--- src/rtl/integer_execute_if.sv ---
// Issue-side bundle into the integer execute stage plus its registered result,
// resolve and redirect outputs.
interface integer_execute_if #(
   parameter int unsigned XLEN         = 32,
   parameter int unsigned ROB_ID_WIDTH = 5
) ();

   logic                    issue_valid;
   logic [XLEN-1:0]         src1_data;
   logic [XLEN-1:0]         src2_data;
   logic [XLEN-1:0]         imm;
   logic [XLEN-1:0]         pc;
   logic [ROB_ID_WIDTH-1:0] rob_id;
   logic [2:0]              funct3;
   logic                    is_r_type;
   logic                    is_i_type;
   logic                    is_b_type;
   logic                    is_u_type;
   logic                    is_j_type;
   logic                    is_sub;
   logic                    is_sra_srai;
   logic                    is_lui;
   logic                    is_jalr;
   logic                    br_dir_pred;

   logic [ROB_ID_WIDTH-1:0] rob_head_id;
   logic                    recovery_done;

   logic                    alu_broadcast_valid;
   logic [ROB_ID_WIDTH-1:0] alu_broadcast_rob_id;
   logic [XLEN-1:0]         alu_broadcast_reg_data;
   logic                    br_resolve_valid;
   logic [ROB_ID_WIDTH-1:0] br_resolve_rob_id;
   logic                    br_resolve_taken;
   logic                    redirect_valid;
   logic [XLEN-1:0]         redirect_pc;
   logic                    recovering;

   modport master (
      output issue_valid, src1_data, src2_data, imm, pc, rob_id, funct3,
             is_r_type, is_i_type, is_b_type, is_u_type, is_j_type,
             is_sub, is_sra_srai, is_lui, is_jalr, br_dir_pred,
             rob_head_id, recovery_done,
      input  alu_broadcast_valid, alu_broadcast_rob_id, alu_broadcast_reg_data,
             br_resolve_valid, br_resolve_rob_id, br_resolve_taken,
             redirect_valid, redirect_pc, recovering
   );

   modport slave (
      input  issue_valid, src1_data, src2_data, imm, pc, rob_id, funct3,
             is_r_type, is_i_type, is_b_type, is_u_type, is_j_type,
             is_sub, is_sra_srai, is_lui, is_jalr, br_dir_pred,
             rob_head_id, recovery_done,
      output alu_broadcast_valid, alu_broadcast_rob_id, alu_broadcast_reg_data,
             br_resolve_valid, br_resolve_rob_id, br_resolve_taken,
             redirect_valid, redirect_pc, recovering
   );

endinterface

--- src/rtl/integer_execute.sv ---
// Integer execute stage: single-cycle ALU/branch evaluation with registered outputs
// and wrong-path squashing while the ROB recovers from a mispredict.
module integer_execute #(
   parameter int unsigned XLEN         = 32,
   parameter int unsigned ROB_ID_WIDTH = 5
) (
   input logic               clk,
   input logic               rst_aL,
   integer_execute_if.slave  bus
);

   localparam logic [0:0] StIdle    = 1'b0;
   localparam logic [0:0] StRecover = 1'b1;

   logic [0:0]              state_q, state_d;
   logic [ROB_ID_WIDTH-1:0] saved_tag_q, saved_tag_d;

   logic [XLEN-1:0] op2;
   logic [4:0]      shamt;
   logic [XLEN-1:0] add_res;
   logic [XLEN-1:0] sub_res;
   logic [XLEN-1:0] alu_res;
   logic [XLEN-1:0] pc_plus_imm;
   logic [XLEN-1:0] pc_plus4;
   logic [XLEN-1:0] jalr_sum;
   logic [XLEN-1:0] jalr_target;
   logic [XLEN-1:0] result;
   logic            lt_s;
   logic            lt_u;
   logic            eq;
   logic            br_cond;

   logic            is_jump;
   logic            is_ctrl;
   logic            taken;
   logic [XLEN-1:0] target;
   logic            mispredict;
   logic [XLEN-1:0] next_pc;

   logic [ROB_ID_WIDTH-1:0] age_in;
   logic [ROB_ID_WIDTH-1:0] age_saved;
   logic                    older;
   logic                    squash;
   logic                    exec;

   assign op2   = bus.is_r_type ? bus.src2_data : bus.imm;
   assign shamt = op2[4:0];

   assign add_res = bus.src1_data + op2;
   assign sub_res = bus.src1_data - op2;
   assign lt_s    = $signed(bus.src1_data) < $signed(op2);
   assign lt_u    = bus.src1_data < op2;

   always_comb begin
      alu_res = '0;
      unique case (bus.funct3)
         3'b000: alu_res = (bus.is_r_type && bus.is_sub) ? sub_res : add_res;
         3'b001: alu_res = bus.src1_data << shamt;
         3'b010: alu_res = {{(XLEN-1){1'b0}}, lt_s};
         3'b011: alu_res = {{(XLEN-1){1'b0}}, lt_u};
         3'b100: alu_res = bus.src1_data ^ op2;
         3'b101: alu_res = bus.is_sra_srai ? XLEN'($signed(bus.src1_data) >>> shamt)
                                           : bus.src1_data >> shamt;
         3'b110: alu_res = bus.src1_data | op2;
         3'b111: alu_res = bus.src1_data & op2;
         default: alu_res = '0;
      endcase
   end

   assign pc_plus_imm = bus.pc + bus.imm;
   assign pc_plus4    = bus.pc + XLEN'(4);
   assign jalr_sum    = bus.src1_data + bus.imm;
   assign jalr_target = {jalr_sum[XLEN-1:1], 1'b0};

   // Branches always compare the two register sources, never the immediate.
   assign eq = bus.src1_data == bus.src2_data;

   always_comb begin
      br_cond = 1'b0;
      case (bus.funct3)
         3'b000: br_cond = eq;
         3'b001: br_cond = !eq;
         3'b100: br_cond = $signed(bus.src1_data) < $signed(bus.src2_data);
         3'b101: br_cond = $signed(bus.src1_data) >= $signed(bus.src2_data);
         3'b110: br_cond = bus.src1_data < bus.src2_data;
         3'b111: br_cond = bus.src1_data >= bus.src2_data;
         default: br_cond = 1'b0;
      endcase
   end

   always_comb begin
      result = '0;
      if (bus.is_u_type) begin
         result = bus.is_lui ? bus.imm : pc_plus_imm;
      end else if (bus.is_j_type || bus.is_jalr) begin
         result = pc_plus4;
      end else if (bus.is_r_type || bus.is_i_type) begin
         result = alu_res;
      end
   end

   assign is_jump    = bus.is_j_type || bus.is_jalr;
   assign is_ctrl    = bus.is_b_type || is_jump;
   assign taken      = is_jump || (bus.is_b_type && br_cond);
   assign target     = bus.is_jalr ? jalr_target : pc_plus_imm;
   assign mispredict = bus.is_b_type ? (br_cond != bus.br_dir_pred) : bus.is_jalr;
   assign next_pc    = taken ? target : pc_plus4;

   // Ages are distances from the ROB head, so tag wrap-around falls out of the subtraction.
   assign age_in    = bus.rob_id - bus.rob_head_id;
   assign age_saved = saved_tag_q - bus.rob_head_id;
   assign older     = age_in < age_saved;
   assign squash    = (state_q == StRecover) && !older;
   assign exec      = bus.issue_valid && !squash;

   // A fresh mispredict outranks a same-cycle recovery_done: a new recovery is starting.
   always_comb begin
      state_d     = state_q;
      saved_tag_d = saved_tag_q;
      if (exec && is_ctrl && mispredict) begin
         state_d     = StRecover;
         saved_tag_d = bus.rob_id;
      end else if ((state_q == StRecover) && bus.recovery_done) begin
         state_d = StIdle;
      end
   end

   always_ff @(posedge clk or negedge rst_aL) begin
      if (!rst_aL) begin
         state_q     <= StIdle;
         saved_tag_q <= '0;
      end else begin
         state_q     <= state_d;
         saved_tag_q <= saved_tag_d;
      end
   end

   always_ff @(posedge clk or negedge rst_aL) begin
      if (!rst_aL) begin
         bus.alu_broadcast_valid    <= 1'b0;
         bus.alu_broadcast_rob_id   <= '0;
         bus.alu_broadcast_reg_data <= '0;
         bus.br_resolve_valid       <= 1'b0;
         bus.br_resolve_rob_id      <= '0;
         bus.br_resolve_taken       <= 1'b0;
         bus.redirect_valid         <= 1'b0;
         bus.redirect_pc            <= '0;
      end else begin
         bus.alu_broadcast_valid    <= exec && !bus.is_b_type;
         bus.alu_broadcast_rob_id   <= exec ? bus.rob_id : '0;
         bus.alu_broadcast_reg_data <= (exec && !bus.is_b_type) ? result : '0;
         bus.br_resolve_valid       <= exec && is_ctrl;
         bus.br_resolve_rob_id      <= (exec && is_ctrl) ? bus.rob_id : '0;
         bus.br_resolve_taken       <= exec && is_ctrl && taken;
         bus.redirect_valid         <= exec && is_ctrl && mispredict;
         bus.redirect_pc            <= (exec && is_ctrl && mispredict) ? next_pc : '0;
      end
   end

   assign bus.recovering = (state_q == StRecover);

endmodule

--- src/flat_wrapper.sv ---
// flat-port wrapper written by rule: the top's interface ports become plain ports
module integer_execute_flat 
#(
   parameter int unsigned XLEN         = 32,
   parameter int unsigned ROB_ID_WIDTH = 5
)
  (clk, rst_aL, bus_issue_valid, bus_src1_data, bus_src2_data, bus_imm, bus_pc, bus_rob_id, bus_funct3, bus_is_r_type, bus_is_i_type, bus_is_b_type, bus_is_u_type, bus_is_j_type, bus_is_sub, bus_is_sra_srai, bus_is_lui, bus_is_jalr, bus_br_dir_pred, bus_rob_head_id, bus_recovery_done, bus_alu_broadcast_valid, bus_alu_broadcast_rob_id, bus_alu_broadcast_reg_data, bus_br_resolve_valid, bus_br_resolve_rob_id, bus_br_resolve_taken, bus_redirect_valid, bus_redirect_pc, bus_recovering);
  integer_execute_if #(.XLEN(XLEN), .ROB_ID_WIDTH(ROB_ID_WIDTH)) bus_i ();
  input logic clk;
  input logic rst_aL;
  input wire logic [$bits(bus_i.issue_valid)-1:0] bus_issue_valid;
  input wire logic [$bits(bus_i.src1_data)-1:0] bus_src1_data;
  input wire logic [$bits(bus_i.src2_data)-1:0] bus_src2_data;
  input wire logic [$bits(bus_i.imm)-1:0] bus_imm;
  input wire logic [$bits(bus_i.pc)-1:0] bus_pc;
  input wire logic [$bits(bus_i.rob_id)-1:0] bus_rob_id;
  input wire logic [$bits(bus_i.funct3)-1:0] bus_funct3;
  input wire logic [$bits(bus_i.is_r_type)-1:0] bus_is_r_type;
  input wire logic [$bits(bus_i.is_i_type)-1:0] bus_is_i_type;
  input wire logic [$bits(bus_i.is_b_type)-1:0] bus_is_b_type;
  input wire logic [$bits(bus_i.is_u_type)-1:0] bus_is_u_type;
  input wire logic [$bits(bus_i.is_j_type)-1:0] bus_is_j_type;
  input wire logic [$bits(bus_i.is_sub)-1:0] bus_is_sub;
  input wire logic [$bits(bus_i.is_sra_srai)-1:0] bus_is_sra_srai;
  input wire logic [$bits(bus_i.is_lui)-1:0] bus_is_lui;
  input wire logic [$bits(bus_i.is_jalr)-1:0] bus_is_jalr;
  input wire logic [$bits(bus_i.br_dir_pred)-1:0] bus_br_dir_pred;
  input wire logic [$bits(bus_i.rob_head_id)-1:0] bus_rob_head_id;
  input wire logic [$bits(bus_i.recovery_done)-1:0] bus_recovery_done;
  output wire logic [$bits(bus_i.alu_broadcast_valid)-1:0] bus_alu_broadcast_valid;
  output wire logic [$bits(bus_i.alu_broadcast_rob_id)-1:0] bus_alu_broadcast_rob_id;
  output wire logic [$bits(bus_i.alu_broadcast_reg_data)-1:0] bus_alu_broadcast_reg_data;
  output wire logic [$bits(bus_i.br_resolve_valid)-1:0] bus_br_resolve_valid;
  output wire logic [$bits(bus_i.br_resolve_rob_id)-1:0] bus_br_resolve_rob_id;
  output wire logic [$bits(bus_i.br_resolve_taken)-1:0] bus_br_resolve_taken;
  output wire logic [$bits(bus_i.redirect_valid)-1:0] bus_redirect_valid;
  output wire logic [$bits(bus_i.redirect_pc)-1:0] bus_redirect_pc;
  output wire logic [$bits(bus_i.recovering)-1:0] bus_recovering;
  assign bus_i.issue_valid = bus_issue_valid;
  assign bus_i.src1_data = bus_src1_data;
  assign bus_i.src2_data = bus_src2_data;
  assign bus_i.imm = bus_imm;
  assign bus_i.pc = bus_pc;
  assign bus_i.rob_id = bus_rob_id;
  assign bus_i.funct3 = bus_funct3;
  assign bus_i.is_r_type = bus_is_r_type;
  assign bus_i.is_i_type = bus_is_i_type;
  assign bus_i.is_b_type = bus_is_b_type;
  assign bus_i.is_u_type = bus_is_u_type;
  assign bus_i.is_j_type = bus_is_j_type;
  assign bus_i.is_sub = bus_is_sub;
  assign bus_i.is_sra_srai = bus_is_sra_srai;
  assign bus_i.is_lui = bus_is_lui;
  assign bus_i.is_jalr = bus_is_jalr;
  assign bus_i.br_dir_pred = bus_br_dir_pred;
  assign bus_i.rob_head_id = bus_rob_head_id;
  assign bus_i.recovery_done = bus_recovery_done;
  assign bus_alu_broadcast_valid = bus_i.alu_broadcast_valid;
  assign bus_alu_broadcast_rob_id = bus_i.alu_broadcast_rob_id;
  assign bus_alu_broadcast_reg_data = bus_i.alu_broadcast_reg_data;
  assign bus_br_resolve_valid = bus_i.br_resolve_valid;
  assign bus_br_resolve_rob_id = bus_i.br_resolve_rob_id;
  assign bus_br_resolve_taken = bus_i.br_resolve_taken;
  assign bus_redirect_valid = bus_i.redirect_valid;
  assign bus_redirect_pc = bus_i.redirect_pc;
  assign bus_recovering = bus_i.recovering;
  integer_execute #(.XLEN(XLEN), .ROB_ID_WIDTH(ROB_ID_WIDTH)) u_core (.clk(clk), .rst_aL(rst_aL), .bus(bus_i));
endmodule
--- config.mk ---
export PLATFORM = sky130hd
export DESIGN_NAME = integer_execute_flat
export DESIGN_NICKNAME = d
export VERILOG_FILES = /design/src/rtl/integer_execute_if.sv /design/src/rtl/integer_execute.sv /design/src/flat_wrapper.sv
export SDC_FILE = /design/constraint.sdc
export NUM_CORES = 1
export LEC_CHECK = 0
export BUFFER_PORTS_ARGS = -buffer_cell sky130_fd_sc_hd__buf_2
export CAP_MARGIN = 20
export CORE_MARGIN = 1.5
export CORE_UTILIZATION = 59
export DETAILED_ROUTE_END_ITERATION = 10
export PLACE_DENSITY = 0.84
export SETUP_SLACK_MARGIN = 0.5
export SYNTH_ARGS = -nofsm -noshare
export SYNTH_HDL_FRONTEND = slang
export SYNTH_SLANG_ARGS = --single-unit
export TNS_END_PERCENT = 100
--- constraint.sdc ---
create_clock -name clk -period 4.5 [get_ports clk]
set_input_delay 0 -clock clk [delete_from_list [all_inputs] [get_ports clk]]
set_output_delay 0 -clock clk [all_outputs]
set_load 0.01 [all_outputs]
==> results.json <==
{
  "p_total_w": 0.00497,
  "crit_path_start_kind": "input pin",
  "start_util": 0.597,
  "synth_ff_type": "dfrtp_1",
  "clk_latency_ns": 0.36,
  "avgSynthCellArea_um2": 7.34,
  "r2r-start": "u_core.saved_tag_q[0]$_DFFE_PN0P_",
  "final_util": 0.663,
  "die_area_mm2": 0.0310,
  "via_per_inst": 7.04,
  "synth_fp_nets": 2770,
  "worst_pin_slew_ns": 1.15,
  "cts_num_sinks": 84,
  "drc_errors": 0,
  "gp_congestion": 1.09,
  "power_density_mw_per_mm2": 254,
  "wire_per_inst_um": 25.7,
  "seq_area_frac_synth": 0.119,
  "fin_crit_sh": 0.852,
  "hold_start": "bus_imm[12]",
  "r2r_cells": 16,
  "rr_endpoint": "u_core.bus.alu_broadcast_reg_data[20]$_DFF_PN0_",
  "drtPass1Iterations": 7,
  "cp_max_fo": 29,
  "finalClockSkew_ns": 0.0102,
  "status": "completed",
  "timing.reg2reg.setup_slack_ns": 0.74,
  "worstSetupEndpointType": "register",
  "syn_inst": 2406,
  "netlist_area_mm2": 0.0177,
  "numPortBuffers": 233,
  "max_freq_mhz": 261,
  "min_period_ns": 3.83,
  "min_to": "u_core.bus.alu_broadcast_reg_data[12]$_DFF_PN0_",
  "cts_buffer_depth": 2,
  "numCtsBuffers": 9,
  "rows": 63,
  "pre_cts_ws_ns": 0.306,
  "drt-total-wl_mm": 76.4,
  "synth_edf_count": 0,
  "ios": 234,
  "antenna_found_initial": 4,
  "coreArea_mm2": 0.0296,
  "path_clk_slew_ns": 0.08,
  "p_leak_nw": 9.31,
  "drv_cap": 0,
  "grt_pass1_wl_mm": 113,
  "setup_tns_ns": 0,
  "hold_viol": 0,
  "antenna_left": 0,
  "grt-ovfl-total": 0,
  "cts_htree_levels": 3,
  "fin_nets": 2935,
  "cts_tree": "done",
  "syn_to_final_growth_pct": 10.9,
  "hold_path.class": "in2reg",
  "die_w_um": 176,
  "synthArstFlopShare": 1.00,
  "grt_max_degree": 71,
  "grt_pass1_vias": 19261,
  "crit_required_ns": 4.74,
  "drt_iter0_drc": 3049,
  "die_y_um": 176,
  "layout-drive-gt1-share": 0.147,
  "critPathKind": "in2reg",
  "worstPathArrival_ns": 4.08,
  "finalSetupViolCount": 0,
  "hpwlAfterDp_mm": 59.9,
  "placed_cell_area_mm2": 0.0192,
  "ys_warn_count": 0,
  "whs_path_depth": 3,
  "maxSlewViolCount": 0,
  "slew_headroom": 0.227,
  "fin_ws_ns": 0.666,
  "post_cts_buffers": 0,
  "grt_util_all_layers": 0.478,
  "fin_area_mm2": 0.0196,
  "rsz0062_at_grt": "false",
  "ys_seq_elements": 84,
  "ys_types": 88,
  "root_buffer": "clkbuf_16",
  "vias": 20894,
  "max-vdd-ir-drop_mv": 0.191
}
per-stage QoR:
step / instances / hold WS, ns
3_3_place_gp: 2942 / -0.0439
5_1_grt: 2969 / 0.0608
3_5_place_dp: 2942 / -0.0393
2_1_floorplan: 2406 / -0.296
4_1_cts: 2966 / 0.0309
6_report: 2970 / 0.0369
area by class of cell:
| type | count | area, um2 |
|---|---|---|
| diodes | 4 | 10.0 |
| clock buffers | 9 | 225 |
| clock inverters | 7 | 92.6 |
| fillers | 2670 | 9970 |
| inverters | 161 | 607 |
| multi-input cells | 2022 | 14400 |
| flip-flops and latches | 84 | 2100 |
| well taps | 390 | 488 |
| repair buffers | 293 | 1660 |
metal layers:
metal / vias up / GRT usage / share of wire
met5: - / 0 / 0
met4: 0 / 0.318 / 0.080
met3: 377 / 0.0963 / 0.12
met2: 1609 / 0.748 / 0.44
met1: 9730 / 0.596 / 0.37
li1: 9178 / - / -
report_power, final:
| group | internal (W) | switching (W) |
|---|---|---|
| sequential | 0.000908 | 0.0000650 |
| clock | 0.000447 | 0.000398 |
| combinational | 0.00117 | 0.00198 |
| total | 0.00253 | 0.00244 |
Yosys cell counts, drive strengths merged (47+ instances only):
cell,instances,area share
a211oi,66,0.028
a21o,47,0.020
a21oi,270,0.077
clkbuf,93,0.020
dfrtp,84,0.12
ha,203,0.14
inv,159,0.034
mux2i,146,0.084
nand2,189,0.040
nor2,227,0.048
nor3,57,0.016
o21ai,195,0.055
xnor2,83,0.041
worst max path at each step:
stage | slack [ns] | startpoint | endpoint
6_report | 0.67 | bus_is_r_type | u_core.bus.alu_broadcast_reg_data[0]$_DFF_PN0_
5_1_grt | 0.52 | bus_is_r_type | u_core.bus.alu_broadcast_reg_data[0]$_DFF_PN0_
3_5_place_dp | 0.31 | bus_is_r_type | u_core.bus.alu_broadcast_reg_data[0]$_DFF_PN0_
3_3_place_gp | 0.49 | bus_is_r_type | u_core.bus.alu_broadcast_reg_data[31]$_DFF_PN0_
2_1_floorplan | 0.69 | bus_is_r_type | u_core.bus.alu_broadcast_reg_data[30]$_DFF_PN0_
4_1_cts | 0.66 | bus_is_r_type | u_core.bus.alu_broadcast_reg_data[0]$_DFF_PN0_
state kept, by name, indices dropped and copies added (netlist names), 5 cells and up:
| register | flops |
|---|---|
| u_core.bus.alu_broadcast_rob_id | 5 |
| u_core.bus.redirect_pc | 32 |
| u_core.bus.br_resolve_rob_id | 5 |
| u_core.bus.alu_broadcast_reg_data | 32 |
| u_core.saved_tag_q | 5 |
repair_timing:
| item | 4_1_cts | 5_1_grt |
|---|---|---|
| hold buffers | 8 | 0 |
| hold endpoints to repair | 47 | 0 |
| resized for setup | 0 | 4 |
| setup endpoints to repair | 0 | 6 |
cells in the final DEF, fill, tap and decap left out, types with 51 or more instances in the layout:
cell / n
nand2_1: 189
buf_4: 51
inv_1: 156
dfrtp_1: 84
ha_1: 203
a21oi_1: 270
xnor2_1: 83
nor2_1: 226
buf_2: 232
o21ai_0: 187
nor3_1: 57
a211oi_1: 66
mux2i_1: 141
cell families (layout without fill, tap and decap cells):
group	after synthesis	after routing	share of synthesized area
buffers and inverters	300	470	0.0682
flip-flops	84	84	0.119
multiplexers	192	192	0.129
adder cells (fa/ha/maj)	209	209	0.151
XOR/XNOR	123	123	0.0610
AND/OR/NAND/NOR	664	664	0.172
other	0	4	0
AO/OA/AOI/OAI	834	834	0.300
critical path, cell delays in order:
cell and delay, ns:
buf_2 0.32, buf_8 0.32, mux2i_1 0.34, ha_1 0.40
inv_1 0.17, nand3_1 0.15, or4_1 0.53, nand2b_1 0.21
a2111oi_0 0.53, buf_4 0.24, nor2_1 0.05, a21oi_1 0.18
a2111oi_0 0.15, o21ai_0 0.31, a31oi_1 0.13
No activity file was read; power rests on OpenSTA's default activity.
